[src/rtl/rf_wb_arbiter.sv]
// Register-file write-port arbiter: single-cycle ALU results go straight to the write
// port, LSU results go through an in-order FIFO, and a bounded stall stops the FIFO starving.
module rf_wb_arbiter #(
  parameter int unsigned FIFO_DEPTH = 4,
  parameter int unsigned MAX_STALL  = 3
) (
  input  logic                          i_clk,
  input  logic                          i_rst,
  input  logic                          i_alu_valid,
  output logic                          o_alu_ready,
  input  logic [4:0]                    i_alu_rd,
  input  logic [31:0]                   i_alu_data,
  input  logic                          i_lsu_valid,
  output logic                          o_lsu_ready,
  input  logic [4:0]                    i_lsu_rd,
  input  logic [31:0]                   i_lsu_data,
  output logic                          o_rd_wen,
  output logic [4:0]                    o_rd_waddr,
  output logic [31:0]                   o_rd_wdata,
  output logic [$clog2(FIFO_DEPTH):0]   o_fifo_count,
  output logic [31:0]                   o_pending_mask
);

  localparam int unsigned PTR_W   = $clog2(FIFO_DEPTH);
  localparam int unsigned CNT_W   = PTR_W + 1;
  localparam int unsigned STALL_W = $clog2(MAX_STALL + 1);

  logic [4:0]            ent_rd_q   [FIFO_DEPTH];
  logic [31:0]           ent_data_q [FIFO_DEPTH];
  logic [FIFO_DEPTH-1:0] ent_vld_q;

  logic [PTR_W-1:0]   wr_ptr_q, wr_ptr_d;
  logic [PTR_W-1:0]   rd_ptr_q, rd_ptr_d;
  logic [CNT_W-1:0]   count_q, count_d;
  logic [STALL_W-1:0] stall_q, stall_d;
  logic               rd_wen_q, rd_wen_d;
  logic [4:0]         rd_waddr_q, rd_waddr_d;
  logic [31:0]        rd_wdata_q, rd_wdata_d;

  logic fifo_ne_c;
  logic stall_max_c;
  logic pop_c;
  logic alu_gnt_c;
  logic push_c;

  // Grant selection: the FIFO head wins when the ALU is idle or has used up its stall budget.
  assign fifo_ne_c   = (count_q != '0);
  assign stall_max_c = (stall_q == STALL_W'(MAX_STALL));
  assign pop_c       = fifo_ne_c && (stall_max_c || !i_alu_valid);
  assign alu_gnt_c   = i_alu_valid && !pop_c;
  assign o_alu_ready = !(fifo_ne_c && stall_max_c);
  assign o_lsu_ready = (count_q != CNT_W'(FIFO_DEPTH));
  assign push_c      = i_lsu_valid && o_lsu_ready && (i_lsu_rd != 5'd0);

  assign o_fifo_count = count_q;
  assign o_rd_wen     = rd_wen_q;
  assign o_rd_waddr   = rd_waddr_q;
  assign o_rd_wdata   = rd_wdata_q;

  always_comb begin
    o_pending_mask = '0;
    for (int i = 0; i < int'(FIFO_DEPTH); i++) begin
      if (ent_vld_q[i]) o_pending_mask[ent_rd_q[i]] = 1'b1;
    end
    o_pending_mask[0] = 1'b0;
  end

  always_comb begin
    wr_ptr_d   = wr_ptr_q;
    rd_ptr_d   = rd_ptr_q;
    count_d    = count_q;
    stall_d    = stall_q;
    rd_wen_d   = 1'b0;
    rd_waddr_d = rd_waddr_q;
    rd_wdata_d = rd_wdata_q;

    if (push_c) wr_ptr_d = wr_ptr_q + PTR_W'(1);
    if (pop_c)  rd_ptr_d = rd_ptr_q + PTR_W'(1);

    case ({push_c, pop_c})
      2'b10:   count_d = count_q + CNT_W'(1);
      2'b01:   count_d = count_q - CNT_W'(1);
      default: count_d = count_q;
    endcase

    // Budget only accrues while an LSU result is actually waiting.
    if (pop_c || !fifo_ne_c) begin
      stall_d = '0;
    end else if (alu_gnt_c && !stall_max_c) begin
      stall_d = stall_q + STALL_W'(1);
    end

    if (pop_c) begin
      rd_wen_d   = (ent_rd_q[rd_ptr_q] != 5'd0);
      rd_waddr_d = ent_rd_q[rd_ptr_q];
      rd_wdata_d = ent_data_q[rd_ptr_q];
    end else if (alu_gnt_c) begin
      rd_wen_d   = (i_alu_rd != 5'd0);
      rd_waddr_d = i_alu_rd;
      rd_wdata_d = i_alu_data;
    end
  end

  always_ff @(posedge i_clk or posedge i_rst) begin
    if (i_rst) begin
      wr_ptr_q   <= '0;
      rd_ptr_q   <= '0;
      count_q    <= '0;
      stall_q    <= '0;
      rd_wen_q   <= 1'b0;
      rd_waddr_q <= '0;
      rd_wdata_q <= '0;
      ent_vld_q  <= '0;
      for (int i = 0; i < int'(FIFO_DEPTH); i++) begin
        ent_rd_q[i]   <= '0;
        ent_data_q[i] <= '0;
      end
    end else begin
      wr_ptr_q   <= wr_ptr_d;
      rd_ptr_q   <= rd_ptr_d;
      count_q    <= count_d;
      stall_q    <= stall_d;
      rd_wen_q   <= rd_wen_d;
      rd_waddr_q <= rd_waddr_d;
      rd_wdata_q <= rd_wdata_d;
      // Push and pop never address the same slot: pop needs non-empty, push needs non-full.
      if (pop_c) ent_vld_q[rd_ptr_q] <= 1'b0;
      if (push_c) begin
        ent_vld_q[wr_ptr_q]  <= 1'b1;
        ent_rd_q[wr_ptr_q]   <= i_lsu_rd;
        ent_data_q[wr_ptr_q] <= i_lsu_data;
      end
    end
  end

endmodule
[config.mk]
export PLATFORM = sky130hd
export DESIGN_NAME = rf_wb_arbiter
export DESIGN_NICKNAME = d
export VERILOG_FILES = /design/src/rtl/rf_wb_arbiter.sv
export SDC_FILE = /design/constraint.sdc
export NUM_CORES = 1
export LEC_CHECK = 0
export ABC_AREA = 1
export CAP_MARGIN = 20
export CORE_UTILIZATION = 54
export DETAILED_ROUTE_END_ITERATION = 7
export GPL_ROUTABILITY_DRIVEN = 0
export MAX_ROUTING_LAYER = met4
export PLACE_DENSITY = 0.77
export SYNTH_ARGS = -nofsm -noshare
export SYNTH_HDL_FRONTEND = slang
export SYNTH_SLANG_ARGS = --single-unit
[constraint.sdc]
create_clock -name i_clk -period 7.5 [get_ports i_clk]
set_input_delay 0.75 -clock i_clk [delete_from_list [all_inputs] [get_ports i_clk]]
set_output_delay 0.75 -clock i_clk [all_outputs]
set_load 0.005 [all_outputs]
Word level (Yosys, flattened, before mapping)
Index checks and enable logic that the tools add are counted.

Add/subtract/negate cells: 5. Mux-type cells: 39. Reductions and logical operators: 27. Magnitude comparators: 15. Eq/ne operators: 4. Bitwise gates (word level): 8.

Operators with widths (number): 32-bit 2-to-1 mux (9); 128-bit bitwise mux (1); 32-bit OR (3); 32-bit binary-select mux with 2-bit select (1); 32-bit demux with 2-bit select (1); 5-bit 2-to-1 mux (5); 5-bit by 6-bit less-than comparator with 1-bit output, second input constant (4); 20-bit bitwise mux (1); 1-bit demux with 5-bit select (4); 5-bit by 1-bit >= comparator with 1-bit output, second input constant (4); 5-bit nonzero test (3); 1-bit logical AND (13); 5-bit binary-select mux with 2-bit select (1); 5-bit demux with 2-bit select (1); 1-bit 2-to-1 mux (8); 4-bit 2-to-1 mux (2); 2-bit by 1-bit adder with 2-bit output, second input constant (3); 3-bit >= comparator, second input constant (2); 2-bit by 3-bit less-than comparator with 1-bit output, second input constant (2); 2-bit NOT with 3-bit output (2); 3-bit one-hot mux with 2 select lines (1); 2-bit nonzero test (3); 1-bit zero test (5); 4-bit AND (1); other kinds (13) (18).

Logic and storage cells: 114. Output and inout bits: 75. Flip-flop bits (word level): 199.

Longest topological paths before layout
Gate-level depths: netlist of run 1.

Word-level depth: 11. Gate-level depth with buffers: 12. Gate-level depth less buffers: 11.

Worst setup path before layout of run 1
Ideal clock, no wire load.

Path kind: input to register. Start point: input i_alu_valid. End point: register count_q[2] (netlist: o_fifo_count[2]). Setup slack: 5.139 ns. Path buffers: 2. Arrival: 2.230 ns. Library setup time: 0.131 ns. Stages on the path: 11. Cell sequence: clkbuf_1 > nand2_1 > nand2_2 > inv_1 > buf_2 > ha_1 > inv_1 > fa_1 > a21oi_1 > o21ai_0 > xor2_1.

Longest elaborated chain between the ends: 5. Elaborated cells between the ends (all ways): 7. Those cells by class: eq/ne: 2; mux: 1; reduce/logical: 4.

RTL lines: from (decl) (line 9) `input logic i_alu_valid,`; 1-bit zero test * (line 49) `assign pop_c = fifo_ne_c && (stall_max_c || !i_alu_valid);`; 1-bit logical OR * (line 49); 1-bit logical AND * (line 49); net pop_c (line 42) `logic pop_c;`; 2-bit by 1-bit equality test with 1-bit output / 2-bit equality test (equally long branches) (line 80) `case ({push_c, pop_c})`; 3-bit one-hot mux with 2 select lines / 2-bit nonzero test (equally long branches); to (signal assigned) (line 121) `count_q <= count_d;`; to (decl) (line 34) `logic [CNT_W-1:0] count_q, count_d;`.

The timed path passes the listed nets; every way through them passes the cells marked *. A chain may end at the register's enable or synchronous reset.

Worst setup path in the final report of run 1
Start point: input i_alu_valid. End point: register count_q[2] (netlist: o_fifo_count[2]).

Longest elaborated chain between the ends: 5. Elaborated cells between the ends (all ways): 7. Those cells by class: eq/ne: 2; mux: 1; reduce/logical: 4.

RTL lines (line): 1-bit zero test * (49); 1-bit logical OR * (49); 1-bit logical AND * (49); 2-bit by 1-bit equality test with 1-bit output / 2-bit equality test (equally long branches) (80); 3-bit one-hot mux with 2 select lines / 2-bit nonzero test (equally long branches).

Every way passes the cells marked *; elsewhere a longest branch is shown, timed or not.

==> flow_summary.yaml, run 1 <==
outcome:
  outcome: "complete, no violations"
route:
  drt-met1-wl_mm: 11.47
  ant_nets: 0
  wl_met2_mm: 11.82
  first_pass_iters: 6
  viasPerCell: 5.828
  drt-initial-drc-count: 1024
  wire_per_inst_um: 16.63
  dr.max_layer_used: "met4"
  vias: 9062
  drcViolationCount: 0
  finalWirelength_mm: 25.86
  wl_met3_mm: 1.945
yosys:
  seq_area_frac_synth_pct: 50.37
  avgSynthCellArea_um2: 8.170
  synth_top_cell_area_share_pct: 50.37
  syn_nets: 1299
  syn_inst: 1210
  synth-seq-cells: 199
  synth_area_mm2: 0.009886
  yosysTopAreaCell: "dfrtp_1"
  synthTopCellsByArea: "dfrtp_1 (50%), nand2_1 (10%), o21ai_0 (6.1%)"
  yosys_warnings: 0
  synth.distinct_cells: 34
clock_tree:
  numCtsBuffers: 17
  cts_hold_buf: 0
  worstSkewPairLatency_ns: 0.44
  h-tree-depth: 4
  cts_buffer_depth: 2
  clock-root-buffer: "clkbuf_16"
  cts_setup_buffers: 0
  path_clk_slew_ns: 0.07
  cts_tree: "yes"
  cts_resized: 0
  cts.sinks: 199
grt:
  grt.total_usage_pct: 29.76
  grt_max_degree: 137
  grt_pass1_vias: 8158
  grt-ovfl-total: 0
  antenna_found_initial: 0
  grt_pass1_wl_mm: 41.82
layout:
  final_cells: 1555
  fin_area_mm2: 0.01191
  area_delta_synth_final_pct: 20.43
  fill_cells: 1537
  layout_common_cells: "nand2_1 (276), dfrtp_1 (198), clkdlybuf4s50_1 (150)"
  final_common_cell: "nand2_1"
  postLayoutCoreUtil_pct: 66.27
  num_antenna_cells: 0
  drive_gt1_share_pct: 5.430
  nNetsFinal: 1402
floorplanning:
  fp.dieW_um: 137.3
  core_area_mm2: 0.01796
  initial_utilization_pct: 55.03
  dieArea_mm2: 0.01885
  row_count: 49
  ios: 153
  die_h_um: 137.3
pwr:
  p_leak_nw: 5.423
  power_mw: 4.987
  cellPowerDensity_mw_per_mm2: 418.9
  vdd.ir_drop.worst_mv: 0.2401
critical_path:
  worst-path-buf-inv: 4
  critical_path_class: "in2reg"
  end_kind: "flip-flop"
  cp-start-kind: "input pin"
  crit_chain: "buf_2 -> buf_4 -> nand2_1 -> nand2_2 -> inv_2 -> ha_1 -> inv_1 -> fa_1 -> a21oi_1 -> o21ai_0 -> xor2_1"
  cpPeakStageDelay_ns: 0.75
  crit_family: "buffers and inverters"
  critPathMaxFanout: 41
  crit_arrival_ns: 3.55
  cp_slowest_cell: "inv_2"
  required_ns: 7.81
sta:
  period_share_pct: 43.14
  hold_viol_final: 0
  finalMaxSlewViolations: 0
  finalSetupTns_ns: 0
  fmax_mhz: 309.1
  worstMarginPinSlew_ns: 1.007
  setup_violations: 0
  rsz0062_at_grt: "false"
  max-slew-margin-rel_pct: 32.73
  period_needed_ns: 3.235
  fin_skew_ns: 0.01141
place:
  post-dp-hpwl_mm: 15.77
  dp_cells: 1523
  port_buffers: 151
  placed_area_mm2: 0.01130
run:
  maxCapViolCount: 0
worst_hold_path:
  hold_class: "reg2reg"
[metal layers]
| metal | vias up | GRT usage, % |
|---|---|---|
| li1 | 4270 | - |
| met3 | 57 | 3.900 |
| met2 | 450 | 45.23 |
| met5 | - | - |
| met4 | 0 | 10.13 |
| met1 | 4285 | 41.35 |
[per-stage QoR]
stage,hold slack [ns],setup slack (ns)
6_report,0.4381,4.265
5_1_grt,0.4669,4.002
4_1_cts,0.4381,4.280
3_5_place_dp,0.4290,3.828
3_3_place_gp,0.4183,3.945
2_1_floorplan,0.4089,1.324
[state kept, by name, indices dropped and copies added (netlist names)]
name and cells:
rd_ptr_q 2, wr_ptr_q 2, o_rd_wdata 32, o_rd_wen 1, ent_rd_q 20, stall_q 2, ent_vld_q 4, o_rd_waddr 5
ent_data_q 128, o_fifo_count 3
[worst reg2reg max path: cells and delay by family, from the launching register on]
kind / cells / cell delay (ns)
buf+inv: 2 / 0.82
fa+ha+maj: 2 / 0.66
simple gates: 3 / 0.55
flops: 1 / 0.45
compound gates: 2 / 0.29
xor+xnor: 1 / 0.16
[synth_stat cells (all sizes together)]
master,number
inv,87
a21oi,24
fa,1
ha,10
a21boi,1
nand2,283
nand4,1
conb,1
nor3,10
nand3b,2
buf,42
o211ai,7
o21bai,1
dfrtp,199
xor2,3
o221ai,21
xnor2,1
clkbuf,36
or2,4
o21a,1
nand3,118
o21ai,219
nor2,96
o2111ai,2
o22ai,40
[final cells by class]
type / count / area, µm² / area share, %
clock buffer: 18 / 439.2 / 3.689
clock inverter: 14 / 166.4 / 1.398
inverter: 87 / 336.6 / 2.827
multi-input combinational: 846 / 4106 / 34.49
sequential: 199 / 4981 / 41.84
tap: 229 / 286.5 / 2.407
timing repair buffer: 162 / 1589 / 13.35
[worst paths after layout]
check	to	slack [ns]	start	cells past startpoint
setup / recovery	o_fifo_count[2]$_DFFE_PP0P_	4.26	i_alu_valid	11
hold / removal	stall_q[0]$_DFFE_PP0P_	0.44	stall_q[0]$_DFFE_PP0P_	1
setup reg to reg	o_fifo_count[2]$_DFFE_PP0P_	4.46	o_fifo_count[0]$_DFFE_PP0P_	10
hold reg to reg	stall_q[0]$_DFFE_PP0P_	0.44	stall_q[0]$_DFFE_PP0P_	1
max in group asynchronous	o_rd_wdata[31]$_DFFE_PP0P_	5.29	i_rst	3
min in group asynchronous	ent_data_q[15]$_DFFE_PP0P_	0.86	i_rst	2
[kinds of logic (layout without fill, tap and decap cells)]
logic type | count (synthesis) | in the layout | synth area share (%)
simple gates | 514 | 514 | 21.62
compound gates | 316 | 316 | 18.01
flops | 199 | 199 | 50.37
buf+inv | 165 | 281 | 8.138
fa+ha+maj | 11 | 11 | 1.468
xor+xnor | 4 | 4 | 0.3545
other cells | 1 | 1 | 0.03793
[power breakdown]
group | internal [mW] | switching [mW] | total, mW
sequential | 1.57 | 0.346 | 1.92
clock | 0.510 | 0.419 | 0.928
combinational | 0.867 | 1.27 | 2.14
total | 2.95 | 2.04 | 4.99
No activity file was read; power rests on OpenSTA's default activity.
==> inputs of run 2 (changes only) <==
Clock period 7.5 ns to 3.4 ns, I/O delays scaled along.
==> run 2 against run 1 <==
Net effect:
- highest routed layer unchanged
- non-clock buffer count rose by 8
- critical endpoint is now o_pending_mask[15]
- critical path type is now reg2out
- sequential power rose by 120%
- sequential cell count stayed put
- die area unchanged
- register-to-register slack got worse by 3.0 ns
- first-iteration DRC count down 8.6%
==> flow_summary.yaml, run 2 (synthesis gave the netlist of run 1 again) <==
clock_tree:
  path_clk_slew_ns: 0.06
  cts_hold_buf: 0
  cts_tree: "yes"
  h-tree-depth: 4
  cts.sinks: 199
  cts_buffer_depth: 2
  cts_setup_buffers: 0
  worstSkewPairLatency_ns: 0.44
  cts_resized: 0
  clock-root-buffer: "clkbuf_16"
  numCtsBuffers: 17
critical_path:
  crit_cells: 5
  cp-start-kind: "flip-flop"
  crit_family: "buffers and inverters"
  cpPeakStageDelay_ns: 0.54
  r2r_cells: 9
  end_kind: "output pin"
  crit_chain: "inv_1 -> nor3_1 -> nand2_1 -> o211ai_1 -> clkdlybuf4s50_1"
  crit_arrival_ns: 2.29
  cp_slowest_cell: "clkdlybuf4s50_1"
  required_ns: 3.06
  worst-path-buf-inv: 2
  critPathMaxFanout: 8
  critical_path_class: "reg2out"
route:
  first_pass_iters: 6
  vias: 9001
  viasPerCell: 5.762
  finalWirelength_mm: 25.85
  wire_per_inst_um: 16.55
  ant_nets: 0
  drt-initial-drc-count: 936
  drcViolationCount: 0
sta:
  period_share_pct: 77.28
  fmax_mhz: 380.6
  finalSetupTns_ns: 0
  period_needed_ns: 2.628
  worstMarginPinSlew_ns: 1.032
  setup_violations: 0
  max-slew-margin-rel_pct: 31.02
  finalMaxSlewViolations: 0
  fin_skew_ns: 0.009066
  hold_viol_final: 0
  rsz0062_at_grt: "false"
worst_hold_path:
  hold_class: "in2reg"
  holdPathStages: 3
place:
  post-dp-hpwl_mm: 16.84
  port_buffers: 151
  dp_cells: 1531
floorplanning:
  fp.dieW_um: 137.3
  row_count: 49
  initial_utilization_pct: 55.03
  die_h_um: 137.3
  core_area_mm2: 0.01796
  dieArea_mm2: 0.01885
  ios: 153
layout:
  largest_reg_flops: 128
  num_antenna_cells: 0
  final_cells: 1562
  area_delta_synth_final_pct: 21.53
  final_common_cell: "nand2_1"
  layout_common_cells: "nand2_1 (276), dfrtp_1 (198), clkdlybuf4s50_1 (150)"
  drive_gt1_share_pct: 5.626
  nNetsFinal: 1410
  top_register: "ent_data_q"
grt:
  grt_max_degree: 77
  antenna_found_initial: 0
  grt_pass1_vias: 8384
  grt-ovfl-total: 0
  grt.total_usage_pct: 29.58
  grt_pass1_wl_mm: 41.85
run:
  maxCapViolCount: 0
outcome:
  outcome: "complete, no violations"
pwr:
  p_leak_nw: 5.484
  vdd.ir_drop.worst_mv: 0.6345
  cellPowerDensity_mw_per_mm2: 923.3
## run 2: stage by stage
stage               util [%]  total power [mW]  hold WS [ns]  area [µm²]  setup slack (ns)
detailed placement     63.50             8.953        0.4305       11410             1.044
global placement       63.50             8.789        0.4183       11410             1.111
global route           66.88             11.92        0.2996       12010            0.6363
floorplan                  -             7.272        0.4089        9889            0.4857
finish                 66.88             11.09        0.2977       12010            0.7723
CTS                    66.88             11.07        0.2919       12010            0.8173
## run 2: per-layer routing
layer | GRT usage, % | vias to the layer above | routed length [µm]
met5 | - | - | 0
met4 | 9.768 | 0 | 490
met3 | 4.857 | 47 | 1769
met2 | 46.04 | 403 | 12130
met1 | 39.60 | 4281 | 11460
li1 | - | 4270 | -
## run 2: cell type report
class	count	area (µm²)
Fill cell	1471	5949
Tap cell	229	286.5
Sequential cell	199	4981
Clock inverter	7	116.4
Clock buffer	24	491.7
Timing Repair Buffer	170	1699
Inverter	87	332.8
Multi-Input combinational cell	846	4106
## run 2: worst paths after layout
kind                                          endpoint                   startpoint  slack [ns]
min in group asynchronous   ent_data_q[88]$_DFFE_PP0P_                        i_rst        0.36
min reg2reg                     stall_q[0]$_DFFE_PP0P_       stall_q[0]$_DFFE_PP0P_        0.44
min                             stall_q[1]$_DFFE_PP0P_                  i_alu_valid        0.30
max in group asynchronous   ent_data_q[71]$_DFFE_PP0P_                        i_rst        2.19
max reg2reg                o_fifo_count[2]$_DFFE_PP0P_  o_fifo_count[0]$_DFFE_PP0P_        1.42
max                                 o_pending_mask[15]     ent_rd_q[17]$_DFFE_PP0P_        0.77
## run 2: power by group
part / total (mW) / switching, mW / internal, mW
registers: 4.23 / 0.765 / 3.47
clock network: 2.09 / 0.858 / 1.23
logic: 4.77 / 2.81 / 1.96
## run 2: worst register-to-register path, cell delays in order, from the launching register on
cell and delay (ns):
dfrtp_1 0.45, nor2_4 0.17, a21boi_2 0.07, nand2_2 0.12
ha_1 0.18, inv_1 0.08, fa_1 0.38, a21oi_1 0.15
o21ai_0 0.12, xor2_1 0.16
